==> src/rtl/cc_shift_ring_pipe.sv <==
// Registered ring rotator for the round-robin arbiter datapath: rotates a request/grant
// vector by an external amount or by an internal priority pointer, behind a valid/ready stage.
module cc_shift_ring_pipe #(
    parameter  int WIDTH = 4,
    localparam int SHW   = $clog2(WIDTH)
) (
    input  logic             Clk,
    input  logic             Rst_n,
    input  logic             In_Valid,
    output logic             In_Ready,
    input  logic [WIDTH-1:0] In_Bus,
    input  logic [SHW-1:0]   Shift,
    input  logic             Dir,
    input  logic             Use_Ptr,
    input  logic             Ptr_Load,
    input  logic [SHW-1:0]   Ptr_Load_Val,
    input  logic             Ptr_Adv,
    output logic [SHW-1:0]   Ptr,
    output logic             Out_Valid,
    input  logic             Out_Ready,
    output logic [WIDTH-1:0] Out_Bus,
    output logic [SHW-1:0]   Out_Amt
);

    // Non-power-of-two widths leave encodable values above WIDTH-1; fold them back into range.
    function automatic logic [SHW-1:0] wrap_amt(input logic [SHW-1:0] v);
        return SHW'(32'(v) % 32'(WIDTH));
    endfunction

    function automatic logic [WIDTH-1:0] rot_left(input logic [WIDTH-1:0] v, input logic [SHW-1:0] k);
        logic [WIDTH-1:0] r;
        r = '0;
        for (int i = 0; i < WIDTH; i++) begin
            r[i] = v[(i + WIDTH - int'(k)) % WIDTH];
        end
        return r;
    endfunction

    function automatic logic [WIDTH-1:0] rot_right(input logic [WIDTH-1:0] v, input logic [SHW-1:0] k);
        logic [WIDTH-1:0] r;
        r = '0;
        for (int i = 0; i < WIDTH; i++) begin
            r[i] = v[(i + int'(k)) % WIDTH];
        end
        return r;
    endfunction

    logic             out_valid_q, out_valid_d;
    logic [WIDTH-1:0] out_bus_q, out_bus_d;
    logic [SHW-1:0]   out_amt_q, out_amt_d;
    logic [SHW-1:0]   ptr_q, ptr_d;
    logic             in_ready_s;
    logic             accept_s;
    logic [SHW-1:0]   amt_s;
    logic [WIDTH-1:0] rot_s;

    // Handshake, effective amount and rotated data for the current cycle.
    always_comb begin
        in_ready_s = !out_valid_q || Out_Ready;
        accept_s   = In_Valid && in_ready_s;
        amt_s      = wrap_amt(Use_Ptr ? ptr_q : Shift);
        if (Dir) begin
            rot_s = rot_right(In_Bus, amt_s);
        end else begin
            rot_s = rot_left(In_Bus, amt_s);
        end
    end

    // Output-stage next state: load on accept, drop valid on drain, otherwise hold.
    always_comb begin
        out_valid_d = out_valid_q;
        out_bus_d   = out_bus_q;
        out_amt_d   = out_amt_q;
        if (accept_s) begin
            out_valid_d = 1'b1;
            out_bus_d   = rot_s;
            out_amt_d   = amt_s;
        end else if (Out_Ready) begin
            out_valid_d = 1'b0;
        end else begin
            out_valid_d = out_valid_q;
        end
    end

    // Pointer next state, independent of the handshake; load has priority over advance.
    always_comb begin
        ptr_d = ptr_q;
        if (Ptr_Load) begin
            ptr_d = wrap_amt(Ptr_Load_Val);
        end else if (Ptr_Adv) begin
            ptr_d = (ptr_q == SHW'(WIDTH - 1)) ? '0 : ptr_q + SHW'(1);
        end else begin
            ptr_d = ptr_q;
        end
    end

    // State registers with synchronous active-low reset.
    always_ff @(posedge Clk) begin
        if (!Rst_n) begin
            out_valid_q <= 1'b0;
            out_bus_q   <= '0;
            out_amt_q   <= '0;
            ptr_q       <= '0;
        end else begin
            out_valid_q <= out_valid_d;
            out_bus_q   <= out_bus_d;
            out_amt_q   <= out_amt_d;
            ptr_q       <= ptr_d;
        end
    end

    assign In_Ready  = in_ready_s;
    assign Out_Valid = out_valid_q;
    assign Out_Bus   = out_bus_q;
    assign Out_Amt   = out_amt_q;
    assign Ptr       = ptr_q;

endmodule
==> config.mk <==
export PLATFORM = sky130hd
export DESIGN_NAME = cc_shift_ring_pipe
export DESIGN_NICKNAME = d
export VERILOG_FILES = /design/src/rtl/cc_shift_ring_pipe.sv
export SDC_FILE = /design/constraint.sdc
export NUM_CORES = 1
export LEC_CHECK = 0
export CORE_AREA = 3 3 40 42
export CTS_BUF_LIST = sky130_fd_sc_hd__clkbuf_4 sky130_fd_sc_hd__clkbuf_8
export CTS_CLUSTER_SIZE = 28
export DETAILED_ROUTE_END_ITERATION = 8
export DIE_AREA = 0 0 43 45
export DONT_BUFFER_PORTS = 1
export MAX_ROUTING_LAYER = met4
export PLACE_DENSITY_LB_ADDON = 0.08
export SETUP_SLACK_MARGIN = 0.3
export SLEW_MARGIN = 10
export SYNTH_ARGS = -nofsm -noshare
export SYNTH_HDL_FRONTEND = slang
export SYNTH_SLANG_ARGS = --single-unit
==> constraint.sdc <==
create_clock -name Clk -period 3.4 [get_ports Clk]
set_input_delay 0.68 -clock Clk [delete_from_list [all_inputs] [get_ports Clk]]
set_output_delay 0.68 -clock Clk [all_outputs]
set_load 0.005 [all_outputs]
==> results of run 1 <==
[layout make-up]
type	instances	area, um2	share of cell area
Clock buffer	4	30.0	0.0488
Inverter	1	3.75	0.00610
Multi-Input combinational cell	52	383	0.622
Sequential cell	9	180	0.293
Tap cell	15	18.8	0.0305
[through the flow]
stage	instances	cell area (um2)
final	81	616
after global routing	81	616
after CTS	81	616
after detailed placement	77	586
after global placement	77	586
after floorplan	64	586
[sequential cells by signal (all words and copies together) (netlist names)]
name and flops:
Ptr 2, Out_Valid 1, Out_Bus 4, Out_Amt 2
[where the power goes]
part / switching (mW) / leakage, nW / total [mW] / internal, mW
Combinational: 0.0222 / 0.177 / 0.0463 / 0.0241
Clock: 0.0347 / 0.0184 / 0.0877 / 0.0530
Sequential: 0.00931 / 0.0744 / 0.124 / 0.115
Total: 0.0662 / 0.270 / 0.258 / 0.192
[cell usage after synthesis (2+ instances only)]
cell	n
xnor2_1	3
and2_1	3
nand2_1	10
o311ai_2	3
mux2i_1	7
a21oi_1	2
o211a_1	2
dfxtp_1	9
nor2_1	5
o21ai_0	2
nand3_1	5
[metal layers]
| metal | up-vias | GRT usage |
|---|---|---|
| li1 | 234 | - |
| met1 | 185 | 0.161 |
| met2 | 17 | 0.189 |
| met3 | 0 | 0.0558 |
| met4 | 0 | 0.0542 |
| met5 | - | - |
[logic make-up after synthesis]
family                     Yosys count  synth area share
and+or+nand+nor                     28             0.227
AOI/OAI and AO/OA                   11             0.180
muxes                                9             0.182
DFF                                  9             0.308
xor gates and xnor gates             3            0.0449
buffers and inverters                3            0.0385
adders and majority gates            1            0.0214
[worst paths after layout]
check,from,to,depth (start not counted)
setup / recovery,Out_Ready,In_Ready,1
hold / removal,Out_Amt[0]$_SDFFE_PN0P_,Out_Amt[0]$_SDFFE_PN0P_,1
setup reg to reg,Ptr[0]$_SDFFE_PN0P_,Out_Bus[0]$_SDFFE_PN0P_,5
hold reg to reg,Out_Amt[0]$_SDFFE_PN0P_,Out_Amt[0]$_SDFFE_PN0P_,1
==> summary.md, run 1 <==
| Metric | Value |
|---|---|
| Max Used Layer | `met3` |
| Post-Place Worst Slack | `1.70 ns` |
| GRT Total Usage | `0.131` |
| Die extent in y | `45 um` |
| Root Buffer | `clkbuf_4` |
| Initial core utilization | `0.456` |
| Final wirelength | `1090 um` |
| CP max stage cell | `or2b_1` |
| # H-tree levels | `1` |
| Max_cap viols | `0` |
| Die span in x | `43 um` |
| Die Area | `1940 um2` |
| CTS buffer count | `3` |
| Initial antenna violation count | `0` |
| WL met2 | `479 um` |
| Sequential fraction of the synthesis area | `0.308` |
| CTS Hold Bufs | `0` |
| Leak | `0.270 nW` |
| Kind of critical path | `in2out` |
| Final net count | `84` |
| Share of cells above drive strength 1 | `0.136` |
| Grt ovf | `0` |
| CTS tree | `yes` |
| Final GP Congestion | `0.709` |
| Max incr delay on CP | `0.27 ns` |
| Core area | `1280 um2` |
| Skew-Pair Late Insertion Delay | `0.25 ns` |
| Final Util | `0.479` |
| Setup ws final | `1.77 ns` |
| Worst EP required | `2.72 ns` |
| Setup-failing EPs final | `0` |
| EDFF count, synth | `0` |
| Clock Skews | `0.00578 ns` |
| Most frequent cells in the layout | `nand2_1, dfxtp_1, mux2i_1, nor2_1, nand3_1` |
| Critical Path AT | `0.95 ns` |
| Vias in the first global route | `457` |
| Largest net degree at the start of global routing | `11` |
| # diodes | `0` |
| Crit-path cells | `or2b_1` |
| Filler Cell Count | `142` |
| Mapped Area | `586 um2` |
| DP HPWL | `888 um` |
| Initial drt markers | `4` |
| FP Rows | `13` |
| Fin. Hold Viols | `0` |
| Slew HR | `0.765` |
| Fin crit period | `1.63 ns` |
| Critical path startpoint category | `primary input` |
| Clk sinks | `9` |
| CP bufs+invs | `0` |
| Max IR drop VDD | `0.000177 V` |
| Most area-consuming cells after synthesis | `dfxtp_1, mux2i_1, o311ai_2` |
| Vias per cell | `5.38` |
| I/O Pins | `26` |
| Cell variety after synth | `24` |
| RSZ-0062 raised after global routing | `false` |
| Status | `complete, no violations` |
| DRT antenna net count | `0` |
| Commonest register cell after synthesis | `dfxtp_1` |
| PostCTS Resize Cnt | `0` |
| Pre-antenna DRT Iters | `3` |
| Synth Instances | `64` |
| Yosys top cell area share | `0.308` |
| Postcts setup bufs | `0` |
| Avg Inst Size Synth | `9.15 um2` |
| Pwr dens | `420 nW/um2` |
| Via Count | `436` |
| Max FO, Critical Path | `5` |
| Reg2reg setup slack | `2.02 ns` |
| CP Capture Type | `primary output` |
| DR DRC count | `0` |
| Final Total Pwr | `0.258 mW` |
| Leading area contributor after synthesis | `dfxtp_1` |
| Clk slew on worst S/H paths | `0.06 ns` |
| WHS | `0.520 ns` |
| Critical path's top delay family | `simple AND/OR/NAND/NOR gates` |
| Final Cycle Share | `0.480` |
| Post-Syn Nets | `81` |
| Metal3 WL | `99 um` |
| Ys Warns | `0` |
| TNS Setup | `0 ns` |
| Hold Crit Class | `reg2reg` |
| Commonest non-fill, non-tap cell in the layout | `nand2_1` |
| Final Max Tran Viols | `0` |
| Worst-margin pin slew | `0.352 ns` |
| F_max | `613 MHz` |
| CTS Buffer Depth | `2` |
| Ys async rst share | `0` |
| Global-route wire length before repair | `1840 um` |
| FF+latch count, synth | `9` |
| Area growth syn-to-layout | `5.13%` |
| PortBufs | `0` |
| Wl on met1 | `508 um` |
| Drt wl/cell | `13.4 um` |
Note: power is estimated with default switching activity, not from simulation.
==> inputs of run 2 (changes only) <==
Clock period 3.4 ns to 1.61 ns, I/O delays scaled along.
==> run 2 against run 1 <==
Against the previous run:
- register-to-register slack worse by 1.7 ns
- via count is 7.1% higher
- flip-flop and latch count stayed put
- final cell count is 6.2% higher
==> summary.md, run 2 (synthesis gave the netlist of run 1 again) <==
| Metric | Value |
|---|---|
| Status | `complete, no violations (unchanged)` |
| Critical path startpoint category | `register (was primary input)` |
| Area growth syn-to-layout | `15.8% (was 5.13%)` |
| Fin. Hold Viols | `0 (unchanged)` |
| DP HPWL | `877 um (was 888 um)` |
| PortBufs | `0 (unchanged)` |
| # H-tree levels | `1 (unchanged)` |
| Clk slew on worst S/H paths | `0.07 ns (was 0.06 ns)` |
| Clk sinks | `9 (unchanged)` |
| CP Capture Type | `register (was primary output)` |
| Most frequent cells in the layout | `nand2_1, dfxtp_1, nor2_1, mux2i_2, buf_4 (was nand2_1, dfxtp_1, mux2i_1, nor2_1, nand3_1)` |
| Root Buffer | `clkbuf_4 (unchanged)` |
| RSZ-0062 raised after global routing | `true (was false)` |
| Die extent in y | `45 um (unchanged)` |
| Max_cap viols | `0 (unchanged)` |
| Share of cells above drive strength 1 | `0.296 (was 0.136)` |
| Initial core utilization | `0.456 (unchanged)` |
| Final wirelength | `1190 um (was 1090 um)` |
| Pre-antenna DRT Iters | `2 (was 3)` |
| Grt ovf | `0 (unchanged)` |
| DR DRC count | `0 (unchanged)` |
| Die span in x | `43 um (unchanged)` |
| Global-route wire length before repair | `1860 um (was 1840 um)` |
| Setup-failing EPs final | `0 (unchanged)` |
| CTS Buffer Depth | `2 (unchanged)` |
| Setup ws final | `0.319 ns (was 1.77 ns)` |
| Number of flip-flops in the largest register | `4 (unchanged)` |
| Kind of critical path | `reg2reg (was in2out)` |
| Worst-margin pin slew | `0.332 ns (was 0.352 ns)` |
| Final GP Congestion | `0.674 (was 0.709)` |
| Slew HR | `0.774 (was 0.765)` |
| Worst EP required | `1.77 ns (was 2.72 ns)` |
| Hold Crit Class | `in2reg (was reg2reg)` |
| GRT Total Usage | `0.151 (was 0.131)` |
| I/O Pins | `26 (unchanged)` |
| Vias per cell | `5.43 (was 5.38)` |
| Final Total Pwr | `0.584 mW (was 0.258 mW)` |
| Drt wl/cell | `13.8 um (was 13.4 um)` |
| Die Area | `1940 um2 (unchanged)` |
| Fin area | `678 um2 (was 616 um2)` |
| CTS tree | `yes (unchanged)` |
| Pwr dens | `861 nW/um2 (was 420 nW/um2)` |
| FP Rows | `13 (unchanged)` |
| TNS Setup | `0 ns (unchanged)` |
| Core area | `1280 um2 (unchanged)` |
| Clock Skews | `0.0110 ns (was 0.00578 ns)` |
| Vias in the first global route | `423 (was 457)` |
| DRT antenna net count | `0 (unchanged)` |
| Commonest non-fill, non-tap cell in the layout | `nand2_1 (unchanged)` |
| Final Cycle Share | `0.802` |
| Initial antenna violation count | `0 (unchanged)` |
| CTS Hold Bufs | `0 (unchanged)` |
| F_max | `774 MHz` |
| CTS buffer count | `3 (unchanged)` |
| Skew-Pair Late Insertion Delay | `0.28 ns (was 0.25 ns)` |
| Final net count | `89 (was 84)` |
| Max IR drop VDD | `0.000390 V (was 0.000177 V)` |
| Fin crit period | `1.29 ns` |
| # diodes | `0 (unchanged)` |
| Post-Place Worst Slack | `0.231 ns (was 1.70 ns)` |
| Critical Path AT | `1.45 ns (was 0.95 ns)` |
| Leak | `0.285 nW (was 0.270 nW)` |
| Initial drt markers | `1 (was 4)` |
| Largest net degree at the start of global routing | `11 (unchanged)` |
| Max FO, Critical Path | `7 (was 5)` |
| Dpl cell area | `586 um2 (unchanged)` |
| Via Count | `467 (was 436)` |
| Final Max Tran Viols | `0 (unchanged)` |
[run 2: changes by cell type in the layout (fill, tap and decap cells not counted), sizes merged]
cell | before | now
buf | 0 | 5
[run 2: cell type report]
type | instances | area, um2
tap | 15 | 18.8
multi-input combinational | 52 | 403
inverter | 1 | 3.75
sequential | 9 | 185
timing repair buffer | 5 | 37.5
fill | 124 | 607
clock buffer | 4 | 30.0
[run 2: power breakdown]
group,total (mW),switching (mW),internal [mW]
Combinational,0.122,0.0518,0.0701
Sequential,0.262,0.0191,0.243
Clock,0.200,0.0874,0.113
[run 2: critical path, cell delays in order (launching register included)]
cell      delay, ns
dfxtp_4        0.37
mux2i_4        0.29
mux2i_2        0.29
nor2_1         0.07
nand2_1        0.08
o311ai_2       0.08
[run 2: metrics by stage]
step | cells | utilization | hold slack, ns
after global placement | 77 | 0.456 | 0.447
final | 86 | 0.528 | 0.173
after CTS | 85 | 0.516 | 0.164
after floorplan | 64 | - | 0.461
after global routing | 86 | 0.528 | 0.165
after detailed placement | 77 | 0.456 | 0.447
[run 2: final timing paths]
path                      startpoint                       to  slack [ns]  cells past startpoint
max              Ptr[0]$_SDFFE_PN0P_  Out_Bus[3]$_SDFFE_PN0P_        0.32                      5
min                            Rst_n      Ptr[0]$_SDFFE_PN0P_        0.17                      1
max reg2reg      Ptr[0]$_SDFFE_PN0P_  Out_Bus[3]$_SDFFE_PN0P_        0.32                      5
min reg2reg  Out_Bus[1]$_SDFFE_PN0P_  Out_Bus[1]$_SDFFE_PN0P_        0.53                      2
[run 2: timing repair]
action / 4_1_cts / 5_1_grt
cloned: 0 / 0
buffers inserted: 4 / 1
gates resized for setup: 5 / 3
endpoints found under the setup margin: 4 / 6
pin swaps: 0 / 3
[run 2: per-layer routing]
| metal | up-vias | track usage | part of all wire | routed length (um) |
|---|---|---|---|---|
| met4 | 0 | 0.145 | 0.040 | 48 |
| li1 | 242 | - | - | - |
| met3 | 5 | 0.0837 | 0.082 | 97 |
| met5 | - | - | 0 | 0 |
| met2 | 16 | 0.198 | 0.46 | 550 |
| met1 | 204 | 0.156 | 0.41 | 490 |
